**src/rtl/id_ex_stage_pkg.sv**
```systemverilog
// Shared constants for the ID/EX stage: ALUOp encodings, ALU control codes and R-type funct codes.
package id_ex_stage_pkg;

  typedef enum logic [1:0] {
    AluOpAdd   = 2'b00,
    AluOpSub   = 2'b01,
    AluOpRtype = 2'b10,
    AluOpSlt   = 2'b11
  } alu_op_e;

  typedef enum logic [3:0] {
    AluCtrlNop = 4'b0000,
    AluCtrlAdd = 4'b0010,
    AluCtrlSub = 4'b0110,
    AluCtrlSlt = 4'b0111
  } alu_ctrl_e;

  localparam logic [5:0] FunctAdd  = 6'h20;
  localparam logic [5:0] FunctAddu = 6'h21;
  localparam logic [5:0] FunctSub  = 6'h22;
  localparam logic [5:0] FunctSubu = 6'h23;
  localparam logic [5:0] FunctSlt  = 6'h2A;

endpackage

```
**src/rtl/alu_control_decode.sv**
```systemverilog
// Combinational ALU control decode from ALUOp and the R-type funct field.
module alu_control_decode
  import id_ex_stage_pkg::*;
(
  input  logic [1:0] alu_op_i,
  input  logic [5:0] funct_i,
  output logic [3:0] alu_control_o
);

  always_comb begin
    alu_control_o = AluCtrlNop;
    unique case (alu_op_e'(alu_op_i))
      AluOpAdd: alu_control_o = AluCtrlAdd;
      AluOpSub: alu_control_o = AluCtrlSub;
      AluOpSlt: alu_control_o = AluCtrlSlt;
      AluOpRtype: begin
        case (funct_i)
          FunctAdd, FunctAddu: alu_control_o = AluCtrlAdd;
          FunctSub, FunctSubu: alu_control_o = AluCtrlSub;
          FunctSlt:            alu_control_o = AluCtrlSlt;
          default:             alu_control_o = AluCtrlNop;
        endcase
      end
      default: alu_control_o = AluCtrlNop;
    endcase
  end

endmodule

```
**src/rtl/id_ex_stage.sv**
```systemverilog
// ID/EX pipeline register with EX/MEM and MEM/WB operand forwarding and load-use detection.
module id_ex_stage
  import id_ex_stage_pkg::*;
#(
  parameter int unsigned DATA_W = 32,
  parameter int unsigned REG_W  = 5
) (
  input  logic              clk,
  input  logic              reset,
  input  logic              stall,
  input  logic              flush,
  input  logic [DATA_W-1:0] id_rs_data,
  input  logic [DATA_W-1:0] id_rt_data,
  input  logic [DATA_W-1:0] id_imm,
  input  logic [REG_W-1:0]  id_rs,
  input  logic [REG_W-1:0]  id_rt,
  input  logic [REG_W-1:0]  id_rd,
  input  logic [5:0]        id_funct,
  input  logic [1:0]        id_alu_op,
  input  logic              id_alu_src,
  input  logic              id_reg_dst,
  input  logic              id_mem_read,
  input  logic              id_mem_write,
  input  logic              id_reg_write,
  input  logic              id_mem_to_reg,
  input  logic              exmem_reg_write,
  input  logic [REG_W-1:0]  exmem_rd,
  input  logic [DATA_W-1:0] exmem_result,
  input  logic              memwb_reg_write,
  input  logic [REG_W-1:0]  memwb_rd,
  input  logic [DATA_W-1:0] memwb_result,
  output logic [3:0]        alu_control,
  output logic [DATA_W-1:0] alu_a,
  output logic [DATA_W-1:0] alu_b,
  output logic [DATA_W-1:0] ex_store_data,
  output logic [REG_W-1:0]  ex_dest,
  output logic              ex_mem_read,
  output logic              ex_mem_write,
  output logic              ex_reg_write,
  output logic              ex_mem_to_reg,
  output logic              load_use_hazard
);

  logic [DATA_W-1:0] rs_data_d, rs_data_q, rt_data_d, rt_data_q, imm_d, imm_q;
  logic [REG_W-1:0]  rs_d, rs_q, rt_d, rt_q, dest_d, dest_q;
  logic [5:0]        funct_d, funct_q;
  logic [1:0]        alu_op_d, alu_op_q;
  logic              alu_src_d, alu_src_q;
  logic              mem_read_d, mem_read_q, mem_write_d, mem_write_q;
  logic              reg_write_d, reg_write_q, mem_to_reg_d, mem_to_reg_q;
  logic [DATA_W-1:0] fwd_rs, fwd_rt;

  always_comb begin
    rs_data_d    = rs_data_q;
    rt_data_d    = rt_data_q;
    imm_d        = imm_q;
    rs_d         = rs_q;
    rt_d         = rt_q;
    dest_d       = dest_q;
    funct_d      = funct_q;
    alu_op_d     = alu_op_q;
    alu_src_d    = alu_src_q;
    mem_read_d   = mem_read_q;
    mem_write_d  = mem_write_q;
    reg_write_d  = reg_write_q;
    mem_to_reg_d = mem_to_reg_q;
    if (flush) begin
      rs_data_d    = '0;
      rt_data_d    = '0;
      imm_d        = '0;
      rs_d         = '0;
      rt_d         = '0;
      dest_d       = '0;
      funct_d      = '0;
      alu_op_d     = '0;
      alu_src_d    = 1'b0;
      mem_read_d   = 1'b0;
      mem_write_d  = 1'b0;
      reg_write_d  = 1'b0;
      mem_to_reg_d = 1'b0;
    end else if (!stall) begin
      rs_data_d    = id_rs_data;
      rt_data_d    = id_rt_data;
      imm_d        = id_imm;
      rs_d         = id_rs;
      rt_d         = id_rt;
      // Destination is resolved here; rt_q is still kept for hazard checks.
      dest_d       = id_reg_dst ? id_rd : id_rt;
      funct_d      = id_funct;
      alu_op_d     = id_alu_op;
      alu_src_d    = id_alu_src;
      mem_read_d   = id_mem_read;
      mem_write_d  = id_mem_write;
      reg_write_d  = id_reg_write;
      mem_to_reg_d = id_mem_to_reg;
    end
  end

  always_ff @(posedge clk) begin
    if (reset) begin
      rs_data_q    <= '0;
      rt_data_q    <= '0;
      imm_q        <= '0;
      rs_q         <= '0;
      rt_q         <= '0;
      dest_q       <= '0;
      funct_q      <= '0;
      alu_op_q     <= '0;
      alu_src_q    <= 1'b0;
      mem_read_q   <= 1'b0;
      mem_write_q  <= 1'b0;
      reg_write_q  <= 1'b0;
      mem_to_reg_q <= 1'b0;
    end else begin
      rs_data_q    <= rs_data_d;
      rt_data_q    <= rt_data_d;
      imm_q        <= imm_d;
      rs_q         <= rs_d;
      rt_q         <= rt_d;
      dest_q       <= dest_d;
      funct_q      <= funct_d;
      alu_op_q     <= alu_op_d;
      alu_src_q    <= alu_src_d;
      mem_read_q   <= mem_read_d;
      mem_write_q  <= mem_write_d;
      reg_write_q  <= reg_write_d;
      mem_to_reg_q <= mem_to_reg_d;
    end
  end

  // EX/MEM is the younger result, so it wins over MEM/WB; $0 is never forwarded.
  always_comb begin
    fwd_rs = rs_data_q;
    if (exmem_reg_write && (exmem_rd != '0) && (exmem_rd == rs_q)) begin
      fwd_rs = exmem_result;
    end else if (memwb_reg_write && (memwb_rd != '0) && (memwb_rd == rs_q)) begin
      fwd_rs = memwb_result;
    end
  end

  always_comb begin
    fwd_rt = rt_data_q;
    if (exmem_reg_write && (exmem_rd != '0) && (exmem_rd == rt_q)) begin
      fwd_rt = exmem_result;
    end else if (memwb_reg_write && (memwb_rd != '0) && (memwb_rd == rt_q)) begin
      fwd_rt = memwb_result;
    end
  end

  alu_control_decode u_alu_control_decode (
    .alu_op_i      (alu_op_q),
    .funct_i       (funct_q),
    .alu_control_o (alu_control)
  );

  assign alu_a         = fwd_rs;
  assign alu_b         = alu_src_q ? imm_q : fwd_rt;
  assign ex_store_data = fwd_rt;
  assign ex_dest       = dest_q;
  assign ex_mem_read   = mem_read_q;
  assign ex_mem_write  = mem_write_q;
  assign ex_reg_write  = reg_write_q;
  assign ex_mem_to_reg = mem_to_reg_q;

  assign load_use_hazard = mem_read_q && (rt_q != '0) && ((rt_q == id_rs) || (rt_q == id_rt));

endmodule

```
**config.mk**
```make
export PLATFORM = sky130hd
export DESIGN_NAME = id_ex_stage
export DESIGN_NICKNAME = d
export VERILOG_FILES = /design/src/rtl/id_ex_stage_pkg.sv /design/src/rtl/alu_control_decode.sv /design/src/rtl/id_ex_stage.sv
export SDC_FILE = /design/constraint.sdc
export NUM_CORES = 1
export LEC_CHECK = 0
export CAP_MARGIN = 20
export CORE_MARGIN = 1.5
export CORE_UTILIZATION = 46
export CTS_BUF_LIST = sky130_fd_sc_hd__clkbuf_8
export CTS_CLUSTER_DIAMETER = 80
export CTS_CLUSTER_SIZE = 30
export DETAILED_ROUTE_END_ITERATION = 6
export PLACE_DENSITY = 0.87
export SETUP_SLACK_MARGIN = 0.2
export SYNTH_ARGS = -nofsm -noshare
export SYNTH_HDL_FRONTEND = slang
export SYNTH_SLANG_ARGS = --single-unit
```
**constraint.sdc**
```tcl
create_clock -name clk -period 4.55 [get_ports clk]
set_input_delay 1.1375 -clock clk [delete_from_list [all_inputs] [get_ports clk]]
set_output_delay 1.1375 -clock clk [all_outputs]
set_load 0.02 [all_outputs]
```
==> Word-level counts from Yosys, hierarchy flattened <==
Index checks and enable logic that the tools add are counted.
{ "totals": {"regBits": 124, "input_bits": 205} }
{ "op_classes": {"n_eq_ne": 14, "n_mux": 8, "n_reduce_logical": 16} }
{ "ops": {"columns": ["operator", "count"], "rows": [
  ["2-to-1 mux 32 bit", 5],
  ["equality test 5 bit", 6],
  ["equality test 6 bit, second input constant", 5],
  ["case mux 4 bit (4 select lines)", 1],
  ["nonzero test 5 bit", 3],
  ["case mux 3 bit (3 select lines)", 1],
  ["logical AND 1 bit", 8],
  ["OR reduction 2 bit", 3],
  ["2-to-1 mux 5 bit", 1],
  ["equality test 2 bit, second input constant", 2],
  ["equality test 2 x 1 -> 1 bit, second input constant", 1],
  ["logical NOT 2 bit", 1],
  ["logical OR 1 bit", 1]
]} }

==> Longest topological paths before layout <==
{ "depth": {"word_depth": 6, "depth_mapped": 8, "mapped_depth_nobuf": 5} }

==> By module <==
A second synthesis with hierarchy kept.
{ "unflattened": {"cells_unflattened": 774, "hier_area_um2": 7010.5} }
{ "modules_own_cells": {"columns": ["mod", "area_each_um2", "cells_per_inst", "instances"], "rows": [
  ["id_ex_stage", 6936.7, 762, 1],
  ["alu_control_decode", 73.8, 12, 1]
]} }

==> Least setup slack after synthesis <==
OpenSTA, ideal clock, no wires.
{ "synth_timing": {"kind": "input port to output port", "from": "input memwb_rd[1]", "to": "output alu_b[12]", "t_arrival_ns": 3.009, "cell_stages": 7, "required_ns": 3.413, "setup_slack_ns": 0.403, "path_buffers": 2, "cell_sequence": "or4_1 -> o21a_1 -> and3_1 -> buf_4 -> buf_6 -> mux2i_1 -> a221oi_1"} }
{ "synth_between": {"elab_chain_len": 6, "elab_cells_between_ends": 7, "classes_between": "eq/ne (1); mux (3); reduce/logical (3)"} }
{ "synth_lines": {"columns": ["item", "line", "source"], "rows": [
  ["from (decl)", "id_ex_stage.sv:30", "input logic [REG_W-1:0] memwb_rd,"],
  ["nonzero test 5 bit", "id_ex_stage.sv:145", "end else if (memwb_reg_write && (memwb_rd != '0) && (memwb_rd == rt_q)) begin"],
  ["logical AND 1 bit", "id_ex_stage.sv:145", null],
  ["logical AND 1 bit *", "id_ex_stage.sv:145", null],
  ["2-to-1 mux 32 bit *", "id_ex_stage.sv:145", null],
  ["2-to-1 mux 32 bit *", "id_ex_stage.sv:143", "if (exmem_reg_write && (exmem_rd != '0) && (exmem_rd == rt_q)) begin"],
  ["2-to-1 mux 32 bit *", "id_ex_stage.sv:157", "assign alu_b = alu_src_q ? imm_q : fwd_rt;"],
  ["to (decl)", "id_ex_stage.sv:34", "output logic [DATA_W-1:0] alu_b,"]
]} }
Mark *: on every way between the ends. The rest lies on a longest branch, timed or not.

==> Worst setup path after layout <==
{ "layout_timing": {"from": "input memwb_rd[3]", "to": "output alu_a[3]"} }
{ "layout_between": {"elab_chain_len": 5, "elab_cells_between_ends": 6, "classes_between": "eq/ne (1); mux (2); reduce/logical (3)"} }
{ "layout_lines": {"columns": ["item", "line", "source"], "rows": [
  ["nonzero test 5 bit", "id_ex_stage.sv:136", "end else if (memwb_reg_write && (memwb_rd != '0) && (memwb_rd == rs_q)) begin"],
  ["logical AND 1 bit", "id_ex_stage.sv:136", null],
  ["logical AND 1 bit *", "id_ex_stage.sv:136", null],
  ["2-to-1 mux 32 bit *", "id_ex_stage.sv:136", null],
  ["2-to-1 mux 32 bit *", "id_ex_stage.sv:134", "if (exmem_reg_write && (exmem_rd != '0) && (exmem_rd == rs_q)) begin"],
  ["to (decl)", "id_ex_stage.sv:33", "output logic [DATA_W-1:0] alu_a,"]
]} }
Marks and branches as above.

==> summary.txt <==
Synthesis
  – Avg Cell Area, Syn: 8.48 sq um
  – Post-synthesis mux area share: 26.4%
  – Mapped Cells: 804
  – Register area share after synthesis: a little over a third
  – Post-Synth Adder-Cell Area: 0%
  – Warnings, synthesis: 0
  – Synth Area in Simple Gates: ~16%
  – Largest family of logic cells by synthesized area: multiplexers
  – Synth Register Bits: between 100 and 150
  – Post-synthesis xor/xnor area fraction: ~3.9%
  – Synthesized cell area: 6820 sq um
  – Synth Area in Compound Gates: around a tenth
  – Post-synthesis cell type count: 32
  – Synth Net Count: 1009

Timing
  – Final Hold Fails: 0
  – Max Clock Skew: 0 ns
  – Fin Hold WS: 0.490 ns
  – Rel. slew slack: 46.4%
  – Period utilization: 94.5%
  – Count of final max-slew check failures: 0
  – Final setup viols: 0
  – Final Critical Period: 4.30 ns
  – RSZ-0062 raised after global routing: yes
  – Fmax: 232 MHz
  – Slew @ Worst Pin: 0.804 ns

Clocking
  – Clock sinks: 124
  – Root Buffer: clkbuf_8
  – Clk buf depth: 2
  – Cts bufs inserted: 17
  – Clk pin slew, worst setup/hold paths: 0.07 ns
  – CTS tree: done
  – Latest clock arrival within the worst-skew pair: 0.44 ns
  – H-tree depth: 4

Worst setup path
  – CP Capture Type: output port
  – Worst Path Class, Setup: in2out
  – R2R cell count: 3
  – Startpoint Class: primary input
  – Crit-path max FO: 6
  – RR Startpoint: alu_src_q
  – Reg2reg end: alu_src_q
  – Worst path arrival time: 3.16 ns
  – Req. time, crit path: 3.41 ns
  – Worst reg-to-reg setup slack: 3.26 ns

Drt
  – Starting DRT DRC Count: approximately 450
  – DR WL/cell: roughly 19 microns
  – Routed WL: 25900 microns
  – Vias per inst: between 5 and 6
  – Detailed Routing Iterations Pass 1: 5
  – # DRC: 0
  – Vias: 7285
  – Routed Antenna Nets: 0

Floorplanning
  – Die Span X: 125 microns
  – Core area: 14500 sq um
  – Die Height: 125 microns
  – Die area: 15600 sq um
  – # rows: 44
  – Effective utilization at floorplan: 47.1%
  – I/O pin count: 315

Status
  – Status: complete, no violations

Worst hold path
  – Hold-critical path depth: 2
  – Hold Path Class: reg2reg
  – HP Start: ex_dest[0]
  – Endpoint, Worst Hold: ex_dest[0]

Layout
  – Synth-to-Final Area Change: 62.3%
  – Commonest non-fill, non-tap cell in the layout: clkdlybuf4s50_1
  – Antenna diodes: 0
  – Top Registers: imm_q (32), rs_data_q (32), rt_data_q (32)
  – Post-layout nets: 1356
  – Share of post-route cells with drive strength above 1: 21.0%
  – Area of the multi-input gates: 4090 sq um
  – Layout fillers: approximately 1100
  – Commonest non-fill, non-tap cells in the layout: clkdlybuf4s50_1 (208), mux2i_1 (172), nor2_1 (170)
  – Register Area: 2480 sq um

Placed design
  – Port bufs: 313
  – RD Place Congestion: just over 0.9
  – HPWL after DPL: 17800 microns

Global route
  – First-pass GRT wire length: 39600 microns
  – Pin count of the biggest net entering global routing: 69
  – GRT Residual Overflow: 0
  – GRT Util Overall: 32.1%
  – Initial antenna violation count: 0
  – Vias in the first global route: 7383

Power
  – Total Power: 2.91 mW
  – Pwr per Cell Area: about 260 nW/um^2
  – Peak supply drop: 236 uV
  – Leak: 4.76 nW

Job
  – Max-cap violations: 0
## logic make-up after synthesis
kind of cell              Yosys count
buffers and inverters              94
and+or+nand+nor                   267
xor gates and xnor gates           30
muxes                             180
DFF                               124
other                               1
AOI/OAI and AO/OA                 108
## Yosys cell counts (all sizes together)
cell type    n  area (sq um)
dfxtp      124          2480
nor3b        1          7.51
xor2        22           193
nand3b       1          7.51
and4b        1          10.0
or4          3          22.5
and4         2          17.5
o21ai       34           170
a21oi       30           150
or2          1          6.26
buf         37           239
a41o         1          10.0
nand2       42           158
clkbuf      32           120
mux2i      180          1800
nand3        4          20.0
a221oi      32           280
nor2       172           648
inv         25          93.8
xnor2        8          70.1
conb         1          3.75
and3        10          62.6
o21a         3          22.5
nor3        30           161
o31ai        8          60.1
## final cells by class
type                       instances  share of cell area (%)
clock inverter                    11                    1.49
clock buffer                      21                    2.61
timing repair buffer             396                    33.6
tap                              184                    2.08
inverter                          25                   0.848
sequential                       124                    22.4
multi-input combinational        587                    36.9
## critical path, stage by stage
cell and delay, ns:
dlygate4sd2_1 0.26, or4_4 0.48, o21a_1 0.21, buf_6 0.14
and4_4 0.17, buf_6 0.14, buf_12 0.14, mux2i_4 0.18
o21ai_1 0.15, buf_4 0.16
## metrics by stage
stage	util, %	TNS, ns	cell area (sq um)	std cells	setup WS (ns)
finish	76.4	0	11100	1348	0.249
global route	76.4	0	11100	1348	0.169
CTS	75.3	0	10900	1345	0.199
detailed placement	72.0	-36.00	10400	1297	-0.540
global placement	72.0	-33.68	10400	1297	-0.536
floorplan	-	0	6820	804	0.403
## power by group
group | total [mW] | switching [mW] | internal (mW)
combinational | 0.652 | 0.304 | 0.348
sequential | 1.15 | 0.0279 | 1.12
clock | 1.11 | 0.453 | 0.653
total | 2.91 | 0.785 | 2.12
## how the worst max path moves through the flow
stage | startpoint | to | slack, ns | depth (start not counted)
6_report | memwb_rd[3] | alu_a[3] | 0.25 | 10
3_5_place_dp | memwb_rd[2] | alu_a[31] | -0.54 | 9
2_1_floorplan | memwb_rd[1] | alu_b[12] | 0.40 | 7
3_3_place_gp | memwb_rd[2] | alu_a[31] | -0.54 | 9
5_1_grt | memwb_rd[0] | alu_a[11] | 0.17 | 10
4_1_cts | memwb_rd[4] | alu_b[18] | 0.20 | 10
## per-layer routing
metal	track usage (%)	wire [microns]	up-vias
met5	0	0	-
met4	13.5	801	0
met3	6.62	1730	67
met2	54.8	12700	332
met1	39.1	10700	3397
li1	-	-	3489
## timing repair
action / in CTS / in global routing
hold buffers: 0 / 0
gates resized for setup: 441 / 33
setup endpoints to repair: 96 / 88
gates cloned: 7 / 2
buffers inserted: 9 / 1
endpoints found under the hold margin: 0 / 0
pin swaps: 9 / 9
Note: power is estimated with default switching activity, not from simulation.
